## src/rtl/citron_bus_arbiter_if.sv

```systemverilog
// Citron bus arbiter signal bundle: requester handshakes, responses and device bus.
// Latency: none, wires only. Backpressure: req_ready_o per requester; responses cannot be stalled.
// slave = arbiter side, master = requesters/devices side.
interface citron_bus_arbiter_if #(
    parameter int NUM_REQ = 2
);
    logic [NUM_REQ-1:0]    req_valid_i;
    logic [NUM_REQ-1:0]    req_ready_o;
    logic [NUM_REQ-1:0]    req_wr_i;
    logic [8*NUM_REQ-1:0]  req_addr_i;
    logic [32*NUM_REQ-1:0] req_wdata_i;
    logic [NUM_REQ-1:0]    resp_valid_o;
    logic [31:0]           resp_rdata_o;
    logic                  resp_err_o;
    logic [7:0]            citron_addr_o;
    logic                  citron_rdy_o;
    logic                  citron_wr_o;
    logic [31:0]           citron_writedata_o;
    logic [31:0]           citron_readdata_i;
    logic                  citron_stall_i;
    logic                  citron_match_i;

    modport slave (
        input  req_valid_i, req_wr_i, req_addr_i, req_wdata_i,
        input  citron_readdata_i, citron_stall_i, citron_match_i,
        output req_ready_o, resp_valid_o, resp_rdata_o, resp_err_o,
        output citron_addr_o, citron_rdy_o, citron_wr_o, citron_writedata_o
    );

    modport master (
        output req_valid_i, req_wr_i, req_addr_i, req_wdata_i,
        output citron_readdata_i, citron_stall_i, citron_match_i,
        input  req_ready_o, resp_valid_o, resp_rdata_o, resp_err_o,
        input  citron_addr_o, citron_rdy_o, citron_wr_o, citron_writedata_o
    );
endinterface

```

## src/rtl/citron_bus_arbiter.sv

```systemverilog
// Round-robin arbiter sharing the Citron device bus; optional stall timeout via CITRON_ARB_TIMEOUT_EN.
// Latency: handshake T, bus strobe T+1, response T+3 plus stall cycles; next grant from T+4.
// Backpressure: one transaction in flight, req_ready_o only in IDLE; responses cannot be stalled.
module citron_bus_arbiter #(
    parameter int NUM_REQ       = 2,
    parameter int STALL_TIMEOUT = 255
) (
    input logic                clk_i,
    input logic                rst_n,
    citron_bus_arbiter_if.slave bus
);
    localparam int IW = (NUM_REQ > 1) ? $clog2(NUM_REQ) : 1;

    if (NUM_REQ < 2 || NUM_REQ > 8 || STALL_TIMEOUT < 1) begin : g_bad_param
        $error("citron_bus_arbiter: unsupported parameter values");
    end

    typedef enum logic [1:0] {IDLE, ISSUE, WAIT, RESP} state_t;

    state_t               state_q, state_d;
    logic [IW-1:0]        rr_q, rr_d;
    logic [7:0]           addr_q, addr_d;
    logic                 wr_q, wr_d;
    logic [31:0]          wdata_q, wdata_d;
    logic                 rdy_q, rdy_d;
    logic [NUM_REQ-1:0]   resp_valid_q, resp_valid_d;
    logic [31:0]          rdata_q, rdata_d;
    logic                 err_q, err_d;

    logic [IW-1:0]        pick;
    logic                 pick_vld;
    logic [IW:0]          sum;
    logic [7:0]           addr_sel;
    logic                 wr_sel;
    logic [31:0]          wdata_sel;
    logic [NUM_REQ-1:0]   pick_oh;
    logic [NUM_REQ-1:0]   rr_oh;

`ifdef CITRON_ARB_TIMEOUT_EN
    localparam int CW = $clog2(STALL_TIMEOUT + 1);
    logic [CW-1:0] cnt_q, cnt_d;
`endif

    // Walk from farthest to nearest so the first valid after rr wins.
    always_comb begin
        pick     = rr_q;
        pick_vld = 1'b0;
        sum      = '0;
        for (int k = NUM_REQ; k >= 1; k--) begin
            sum = {1'b0, rr_q} + (IW+1)'(k);
            if (sum >= (IW+1)'(NUM_REQ)) begin
                sum = sum - (IW+1)'(NUM_REQ);
            end
            for (int i = 0; i < NUM_REQ; i++) begin
                if (sum[IW-1:0] == IW'(i) && bus.req_valid_i[i]) begin
                    pick     = IW'(i);
                    pick_vld = 1'b1;
                end
            end
        end
    end

    always_comb begin
        addr_sel  = '0;
        wr_sel    = 1'b0;
        wdata_sel = '0;
        for (int i = 0; i < NUM_REQ; i++) begin
            if (pick == IW'(i)) begin
                addr_sel  = bus.req_addr_i[i*8 +: 8];
                wr_sel    = bus.req_wr_i[i];
                wdata_sel = bus.req_wdata_i[i*32 +: 32];
            end
        end
    end

    assign pick_oh = {{(NUM_REQ-1){1'b0}}, 1'b1} << pick;
    assign rr_oh   = {{(NUM_REQ-1){1'b0}}, 1'b1} << rr_q;

    always_comb begin
        state_d      = state_q;
        rr_d         = rr_q;
        addr_d       = addr_q;
        wr_d         = wr_q;
        wdata_d      = wdata_q;
        rdy_d        = 1'b0;
        resp_valid_d = '0;
        rdata_d      = '0;
        err_d        = 1'b0;
`ifdef CITRON_ARB_TIMEOUT_EN
        cnt_d        = cnt_q;
`endif
        case (state_q)
            IDLE: begin
                if (pick_vld) begin
                    rr_d    = pick;
                    addr_d  = addr_sel;
                    wr_d    = wr_sel;
                    wdata_d = wdata_sel;
                    rdy_d   = 1'b1;
                    state_d = ISSUE;
`ifdef CITRON_ARB_TIMEOUT_EN
                    cnt_d   = '0;
`endif
                end
            end
            ISSUE: begin
                state_d = WAIT;
            end
            WAIT: begin
                // Devices never stall writes, so a write completes on its first WAIT cycle.
                if (wr_q || !bus.citron_stall_i) begin
                    rdata_d      = wr_q ? 32'h0 : bus.citron_readdata_i;
                    err_d        = ~bus.citron_match_i;
                    resp_valid_d = rr_oh;
                    addr_d       = '0;
                    wr_d         = 1'b0;
                    state_d      = RESP;
                end
`ifdef CITRON_ARB_TIMEOUT_EN
                else if (cnt_q == CW'(STALL_TIMEOUT - 1)) begin
                    err_d        = 1'b1;
                    resp_valid_d = rr_oh;
                    addr_d       = '0;
                    wr_d         = 1'b0;
                    state_d      = RESP;
                end else begin
                    cnt_d = cnt_q + 1'b1;
                end
`endif
            end
            RESP: begin
                state_d = IDLE;
            end
            default: begin
                state_d = IDLE;
            end
        endcase
    end

    always_ff @(posedge clk_i or negedge rst_n) begin
        if (!rst_n) begin
            state_q      <= IDLE;
            rr_q         <= IW'(NUM_REQ - 1);
            addr_q       <= '0;
            wr_q         <= 1'b0;
            wdata_q      <= '0;
            rdy_q        <= 1'b0;
            resp_valid_q <= '0;
            rdata_q      <= '0;
            err_q        <= 1'b0;
`ifdef CITRON_ARB_TIMEOUT_EN
            cnt_q        <= '0;
`endif
        end else begin
            state_q      <= state_d;
            rr_q         <= rr_d;
            addr_q       <= addr_d;
            wr_q         <= wr_d;
            wdata_q      <= wdata_d;
            rdy_q        <= rdy_d;
            resp_valid_q <= resp_valid_d;
            rdata_q      <= rdata_d;
            err_q        <= err_d;
`ifdef CITRON_ARB_TIMEOUT_EN
            cnt_q        <= cnt_d;
`endif
        end
    end

    // Ready is gated by reset so nothing is accepted while the block is held in reset.
    assign bus.req_ready_o        = (rst_n && state_q == IDLE && pick_vld) ? pick_oh : '0;
    assign bus.resp_valid_o       = resp_valid_q;
    assign bus.resp_rdata_o       = rdata_q;
    assign bus.resp_err_o         = err_q;
    assign bus.citron_addr_o      = addr_q;
    assign bus.citron_rdy_o       = rdy_q;
    assign bus.citron_wr_o        = wr_q;
    assign bus.citron_writedata_o = wdata_q;
endmodule

```

## src/flat_wrapper.sv

```systemverilog
// flat-port wrapper written by rule: the top's interface ports become plain ports
module citron_bus_arbiter_flat 
#(
    parameter int NUM_REQ       = 2,
    parameter int STALL_TIMEOUT = 255
)
  (clk_i, rst_n, bus_req_valid_i, bus_req_wr_i, bus_req_addr_i, bus_req_wdata_i, bus_citron_readdata_i, bus_citron_stall_i, bus_citron_match_i, bus_req_ready_o, bus_resp_valid_o, bus_resp_rdata_o, bus_resp_err_o, bus_citron_addr_o, bus_citron_rdy_o, bus_citron_wr_o, bus_citron_writedata_o);
  citron_bus_arbiter_if #(.NUM_REQ(NUM_REQ)) bus_i ();
  input logic clk_i;
  input logic rst_n;
  input wire logic [$bits(bus_i.req_valid_i)-1:0] bus_req_valid_i;
  input wire logic [$bits(bus_i.req_wr_i)-1:0] bus_req_wr_i;
  input wire logic [$bits(bus_i.req_addr_i)-1:0] bus_req_addr_i;
  input wire logic [$bits(bus_i.req_wdata_i)-1:0] bus_req_wdata_i;
  input wire logic [$bits(bus_i.citron_readdata_i)-1:0] bus_citron_readdata_i;
  input wire logic [$bits(bus_i.citron_stall_i)-1:0] bus_citron_stall_i;
  input wire logic [$bits(bus_i.citron_match_i)-1:0] bus_citron_match_i;
  output wire logic [$bits(bus_i.req_ready_o)-1:0] bus_req_ready_o;
  output wire logic [$bits(bus_i.resp_valid_o)-1:0] bus_resp_valid_o;
  output wire logic [$bits(bus_i.resp_rdata_o)-1:0] bus_resp_rdata_o;
  output wire logic [$bits(bus_i.resp_err_o)-1:0] bus_resp_err_o;
  output wire logic [$bits(bus_i.citron_addr_o)-1:0] bus_citron_addr_o;
  output wire logic [$bits(bus_i.citron_rdy_o)-1:0] bus_citron_rdy_o;
  output wire logic [$bits(bus_i.citron_wr_o)-1:0] bus_citron_wr_o;
  output wire logic [$bits(bus_i.citron_writedata_o)-1:0] bus_citron_writedata_o;
  assign bus_i.req_valid_i = bus_req_valid_i;
  assign bus_i.req_wr_i = bus_req_wr_i;
  assign bus_i.req_addr_i = bus_req_addr_i;
  assign bus_i.req_wdata_i = bus_req_wdata_i;
  assign bus_i.citron_readdata_i = bus_citron_readdata_i;
  assign bus_i.citron_stall_i = bus_citron_stall_i;
  assign bus_i.citron_match_i = bus_citron_match_i;
  assign bus_req_ready_o = bus_i.req_ready_o;
  assign bus_resp_valid_o = bus_i.resp_valid_o;
  assign bus_resp_rdata_o = bus_i.resp_rdata_o;
  assign bus_resp_err_o = bus_i.resp_err_o;
  assign bus_citron_addr_o = bus_i.citron_addr_o;
  assign bus_citron_rdy_o = bus_i.citron_rdy_o;
  assign bus_citron_wr_o = bus_i.citron_wr_o;
  assign bus_citron_writedata_o = bus_i.citron_writedata_o;
  citron_bus_arbiter #(.NUM_REQ(NUM_REQ), .STALL_TIMEOUT(STALL_TIMEOUT)) u_core (.clk_i(clk_i), .rst_n(rst_n), .bus(bus_i));
endmodule
```

## config.mk

```make
export PLATFORM = sky130hd
export DESIGN_NAME = citron_bus_arbiter_flat
export DESIGN_NICKNAME = d
export VERILOG_FILES = /design/src/rtl/citron_bus_arbiter_if.sv /design/src/rtl/citron_bus_arbiter.sv /design/src/flat_wrapper.sv
export SDC_FILE = /design/constraint.sdc
export NUM_CORES = 1
export LEC_CHECK = 0
export CORE_MARGIN = 5
export CORE_UTILIZATION = 38
export CTS_BUF_LIST = sky130_fd_sc_hd__clkbuf_4 sky130_fd_sc_hd__clkbuf_8
export DETAILED_ROUTE_END_ITERATION = 12
export PLACE_DENSITY = 0.84
export RECOVER_POWER = 25
export SYNTH_ARGS = -nofsm -noshare
export SYNTH_HDL_FRONTEND = slang
export SYNTH_SLANG_ARGS = --single-unit
```

## constraint.sdc

```tcl
create_clock -name clk_i -period 1.9 [get_ports clk_i]
set_input_delay 0.57 -clock clk_i [delete_from_list [all_inputs] [get_ports clk_i]]
set_output_delay 0.57 -clock clk_i [all_outputs]
set_load 0.01 [all_outputs]
```

=== Yosys cells after proc, flatten, opt, wreduce, memory -nomap -nowiden ===
Index checks and enable logic that the tools add are counted.

* Bits in registers: 80
* Input bits: 120
* Logic and storage cells: 70

* Reduce and logical (&&, ||, !) cells: 13
* Order comparisons: 2
* Bitwise logic cells: 3
* Add/sub/neg operators: 4
* Shift-type cells: 2
* Mux-type cells: 32
* Equality and inequality tests: 5

{| class="wikitable"
|+ Operators with widths
! cell !! count
|-
| 32-bit 2-to-1 mux || 4
|-
| 8-bit 2-to-1 mux || 3
|-
| 1-bit 2-to-1 mux || 17
|-
| 8-bit one-hot mux with 2 select lines || 1
|-
| 2-bit 2-to-1 mux || 5
|-
| 2-bit one-hot mux with 4 select lines || 1
|-
| 1-bit logical AND || 6
|-
| 2-bit == test, second input constant || 2
|-
| 2-bit greater-or-equal comparator, second input constant || 2
|-
| 2-bit by 1-bit != test with 1-bit output, second input constant || 2
|-
| 2-bit AND reduction || 2
|-
| 1-bit by 1-bit left shift with 2-bit output, first input constant || 2
|-
| 1-bit inverter || 3
|-
| 3-bit AND reduction || 1
|-
| 1-bit by 1-bit adder with 2-bit output, second input constant || 1
|-
| 1-bit by 2-bit adder with 2-bit output, second input constant || 1
|-
| 2-bit by 1-bit == test with 1-bit output, second input constant || 1
|-
| 2-bit logical NOT || 1
|-
| 1-bit one-hot mux with 2 select lines || 1
|-
| 2-bit nonzero test || 1
|-
| 1-bit subtractor, second input constant || 2
|-
| 1-bit logical NOT || 1
|-
| 1-bit logical OR || 1
|}

=== Longest topological paths before layout ===
Gate-level depths: netlist (run 1).

* Word-level depth: 12
* Mapped depth: 7
* Gate-level depth less buffers: 6

=== Least setup slack after synthesis (run 1) ===
Ideal clock, no wire load.

* Path kind: input-to-output
* Start point: in bus_req_valid_i[0]
* End point: out bus_req_ready_o[0]
* Slack: 0.080 ns
* Data arrival time: 1.250 ns
* Data required time: 1.330 ns
* Stages: 5
* Cell sequence: inv_1 > mux2i_1 > buf_4 > buf_6 > and3_1

* Longest elaborated chain between the ends: 7
* Elaborated cells on any way between the ends: 13
* Those cells by class: shift: 1; mux: 9; reduce/logical: 3

{| class="wikitable"
|+ RTL lines
! element !! line !! text
|-
| start, declared || flat_wrapper.sv:11 || <nowiki>input wire logic [$bits(bus_i.req_valid_i)-1:0] bus_req_valid_i;</nowiki>
|-
| 1-bit logical AND || citron_bus_arbiter.sv:55 || <nowiki>if (sum[IW-1:0] == IW'(i) && bus.req_valid_i[i]) begin</nowiki>
|-
| 1-bit 2-to-1 mux (4 in a row) || citron_bus_arbiter.sv:55 ||
|-
| 1-bit by 1-bit left shift with 2-bit output or 1-bit logical AND (tied branches) || citron_bus_arbiter.sv:76, citron_bus_arbiter.sv:171 ||
|-
| 2-bit 2-to-1 mux * || citron_bus_arbiter.sv:171 || <nowiki>assign bus.req_ready_o = (rst_n && state_q == IDLE && pick_vld) ? pick_oh : '0;</nowiki>
|-
| end, declared || flat_wrapper.sv:18 || <nowiki>output wire logic [$bits(bus_i.req_ready_o)-1:0] bus_req_ready_o;</nowiki>
|}

Every way passes the cells marked *; elsewhere a longest branch is shown, timed or not.

=== Final worst setup path (run 1) ===
* Start point: reg u_core.rr_q
* End point: out bus_req_ready_o[0]

* Longest elaborated chain between the ends: 11
* Elaborated cells on any way between the ends: 25
* Those cells by class: add/sub: 4; order compare: 2; shift: 1; mux: 11; bitwise: 2; reduce/logical: 5

{| class="wikitable"
|+ RTL lines
! element !! line !! text
|-
| start, declared || citron_bus_arbiter.sv:21 || <nowiki>logic [IW-1:0] rr_q, rr_d;</nowiki>
|-
| start signal, assigned || citron_bus_arbiter.sv:143 || <nowiki>rr_q <= IW'(NUM_REQ - 1);</nowiki>
|-
| start signal, assigned || citron_bus_arbiter.sv:156 || <nowiki>rr_q <= rr_d;</nowiki>
|-
| 1-bit by 2-bit adder with 2-bit output || citron_bus_arbiter.sv:50 || <nowiki>sum = {1'b0, rr_q} + (IW+1)'(k);</nowiki>
|-
| 2-bit greater-or-equal comparator or 1-bit subtractor (tied branches) || citron_bus_arbiter.sv:51, citron_bus_arbiter.sv:52 ||
|-
| 1-bit 2-to-1 mux || citron_bus_arbiter.sv:51 || <nowiki>if (sum >= (IW+1)'(NUM_REQ)) begin</nowiki>
|-
| 1-bit inverter || citron_bus_arbiter.sv:55 ||
|-
| 1-bit logical AND || citron_bus_arbiter.sv:55 ||
|-
| 1-bit 2-to-1 mux (4 in a row) || citron_bus_arbiter.sv:55 ||
|-
| 1-bit by 1-bit left shift with 2-bit output or 1-bit logical AND (tied branches) || citron_bus_arbiter.sv:76, citron_bus_arbiter.sv:171 ||
|-
| 2-bit 2-to-1 mux * || citron_bus_arbiter.sv:171 ||
|}

Marks and branches as above.

==> results.toml, run 1 <==
[status]
status = "finished, violations left"
violations = "negative setup slack"

[clock_tree]
clock_sinks = 80
cts_hold_buf = 0
clkSlewWorstSetupHoldPaths_ps = 80
cts_tree = "done"
cts_made_buffers = 9
clk_latency_ps = 350
cts_buffer_depth = 2
root_buffer = "clkbuf_8"
htreeDepth = 3

[layout]
final_area_um2 = 5610
drive_gt1_frac = 0.0849
finish.net_count = 601
syn_to_final_growth_pct = 72.6
antenna_cells = 0

[pwr]
irDropWorstVdd_v = 0.000773
power_mw = 6.85
power_density_nw_per_um2 = 1220
power_leakage_nw = 2.53

[synthesis]
synth_top_area_cell = "dfrtp_1"
yosysSeqAreaShare = 0.617
synth_area_leaders = "dfrtp_1 61%, mux2i_1 13%, and2_1 6.2%"
yosys.cell_count.top_type = "dfrtp_1"
synthArstFlopShare = 1.00
synth_top_family_by_area = "multiplexers"
synth.top_cell.area_share = 0.609
synth_edf_count = 0
synthCells = 270
synth_ff_type = "dfrtp_1"
yosys.area_share.xor_xnor = 0
synthAdderAreaFrac = 0.0116
ys_seq_elements = 80
synth_warnings = 0
synthSimpleGateAreaFrac = 0.120
syn_area_um2 = 3250
syn_nets = 393
syn_avg_cell_area_um2 = 12.0
synthTopCellsByCount = "79 x dfrtp_1, 42 x mux2i_1, 37 x nand2_1"
synthDistinctLibCells = 23
synth_mux_area_frac = 0.129
synth_compound_area_frac = 0.0859

[floorplanning]
initial_utilization = 0.393
pin_count = 199
num_rows = 33
dieArea_um2 = 10500
chipWidth_um = 102
die_h_um = 102
core_area_um2 = 8260

[hold_path]
hp-class = "in -> async"

[grt]
grt.total_usage = 0.175
grt_pass1_wl_um = 14000
grt_antenna_before_repair = 0
grt_pass1_vias = 2937
grt_max_degree = 67
grt.overflow.total = 0

[timing]
hold_viol = 0
skew_ps = 15.6
drv_slew = 0
min_period_ps = 2070
worst_slew_pin_slew_ps = 864
fmaxAchievable_ghz = 0.484
relSlewSlack = 0.424
setup_viol = 2
whs_ps = 426
min_period_over_period = 1.09
rsz0062_at_grt = "yes"
setup_slack_ps = -168

[routing]
remaining_drc_errors = 0
dr.pass1.iters = 4
drtIter0Drc = 49
drt_wl_total_um = 9220
wl_per_cell_um = 15.7
viasPerCell = 4.58
route.vias.total = 2691
detail-route-antenna-nets = 0

[setup_path]
crit_type = "reg -> out"
cp_data_arrival_time_ps = 1500
cp-end-kind = "output port"
cp-start-kind = "register"
worstPathRequired_ps = 1330
worst-path-max-fanout = 3
ff2ff_setup_slack_ps = 80

[placed_design]
dpl_cell_area_um2 = 5400
place_congestion = 0.745
dp_worst_setup_slack_ps = -778
hpwl_um = 7350
port_buffers = 198

[run]
maxCapViolCount = 0
path summary, 6_finish.rpt:
path,cells past startpoint,endpoint,start
setup reg to reg,5,u_core.bus.citron_writedata_o[14],u_core.rr_q
max in group asynchronous,2,u_core.state_q[0],rst_n
hold reg to reg,2,u_core.bus.citron_writedata_o[7],u_core.bus.citron_writedata_o[7]
hold / removal,2,u_core.bus.citron_addr_o[2],rst_n
setup / recovery,3,bus_req_ready_o[0],u_core.rr_q
min in group clk_i,2,u_core.bus.citron_writedata_o[7],u_core.bus.citron_writedata_o[7]
final cells by class:
cell class / count / area, um^2
fillers: 624 / 2650
repair buffers: 213 / 2100
flip-flops and latches: 80 / 2000
multi-input cells: 169 / 1170
clock buffers: 11 / 145
well taps: 105 / 131
clock inverters: 5 / 40.0
inverters: 5 / 18.8
report_power, final:
part,internal [mW],total (mW),switching (mW)
logic,1.76,3.17,1.42
registers,2.26,2.52,0.261
clock network,0.534,1.16,0.623
total,4.55,6.85,2.30
per-layer routing:
| metal | part of all wire | vias up | wire (um) | GRT usage |
|---|---|---|---|---|
| li1 | - | 1327 | - | - |
| met5 | 0 | - | 0 | 0 |
| met4 | 0.021 | 0 | 189 | 0.0656 |
| met3 | 0.10 | 15 | 965 | 0.0621 |
| met1 | 0.35 | 1231 | 3230 | 0.184 |
| met2 | 0.52 | 118 | 4830 | 0.320 |
metrics by stage:
step | instances | util | TNS [ps]
final | 588 | 0.679 | -315
after global routing | 588 | 0.679 | -461
after CTS | 588 | 0.678 | -364
after detailed placement | 571 | 0.654 | -20810
after global placement | 571 | 0.654 | -18380
after floorplan | 270 | - | 0
sequential cells by signal (all words and copies together), names as in the netlist:
register and cells:
u_core.bus.citron_addr_o 8, u_core.bus.citron_rdy_o 1, u_core.bus.citron_wr_o 1, u_core.bus.citron_writedata_o 32, u_core.bus.resp_err_o 1, u_core.bus.resp_rdata_o 32
u_core.bus.resp_valid_o 2, u_core.rr_q 1, u_core.state_q 2
critical path, cell delays in order (launching register included):
cell and delay (ps):
dfstp_2 570, mux2i_4 270, and3_4 210, buf_6 100
what timing repair did:
| item | 4_1_cts | 5_1_grt |
|---|---|---|
| endpoints found under the hold margin | 0 | 0 |
| endpoints found under the setup margin | 33 | 2 |
| resized for setup | 17 | 1 |
| pin swaps | 2 | 0 |
| setup buffers | 1 | 0 |
| gates cloned | 0 | 0 |
cell families (layout without fill, tap and decap cells):
| logic type | after synthesis | count (layout) |
|---|---|---|
| flip-flops | 80 | 80 |
| AND/OR/NAND/NOR | 77 | 77 |
| multiplexers | 42 | 42 |
| adder cells (fa/ha/maj) | 3 | 3 |
| buffers and inverters | 21 | 234 |
| AO/OA/AOI/OAI | 47 | 47 |
layout by cell type, fill, tap and decap left out, types with 2 or more instances in the layout:
cell	netlist	layout
and2_1	32	32
buf_4	1	10
buf_6	4	3
clkbuf_1	6	2
clkbuf_4	0	2
clkbuf_8	0	10
clkdlybuf4s50_1	0	192
clkinvlp_4	0	3
dfrtp_1	79	79
dlygate4sd2_1	0	3
ha_1	3	2
inv_1	4	4
inv_6	0	2
mux2i_1	42	41
nand2_1	37	37
nor2_1	3	2
o21ai_0	6	6
o21ai_1	29	28
o2bb2ai_1	9	9
No activity file was read; power rests on OpenSTA's default activity.
==> inputs of run 2 (changes only) <==
Settings changed: ABC_CLOCK_PERIOD_IN_PS from default to 1900.
==> results of run 2 <==
No change in the layout: final DEF, timing and power equal those of run 1.
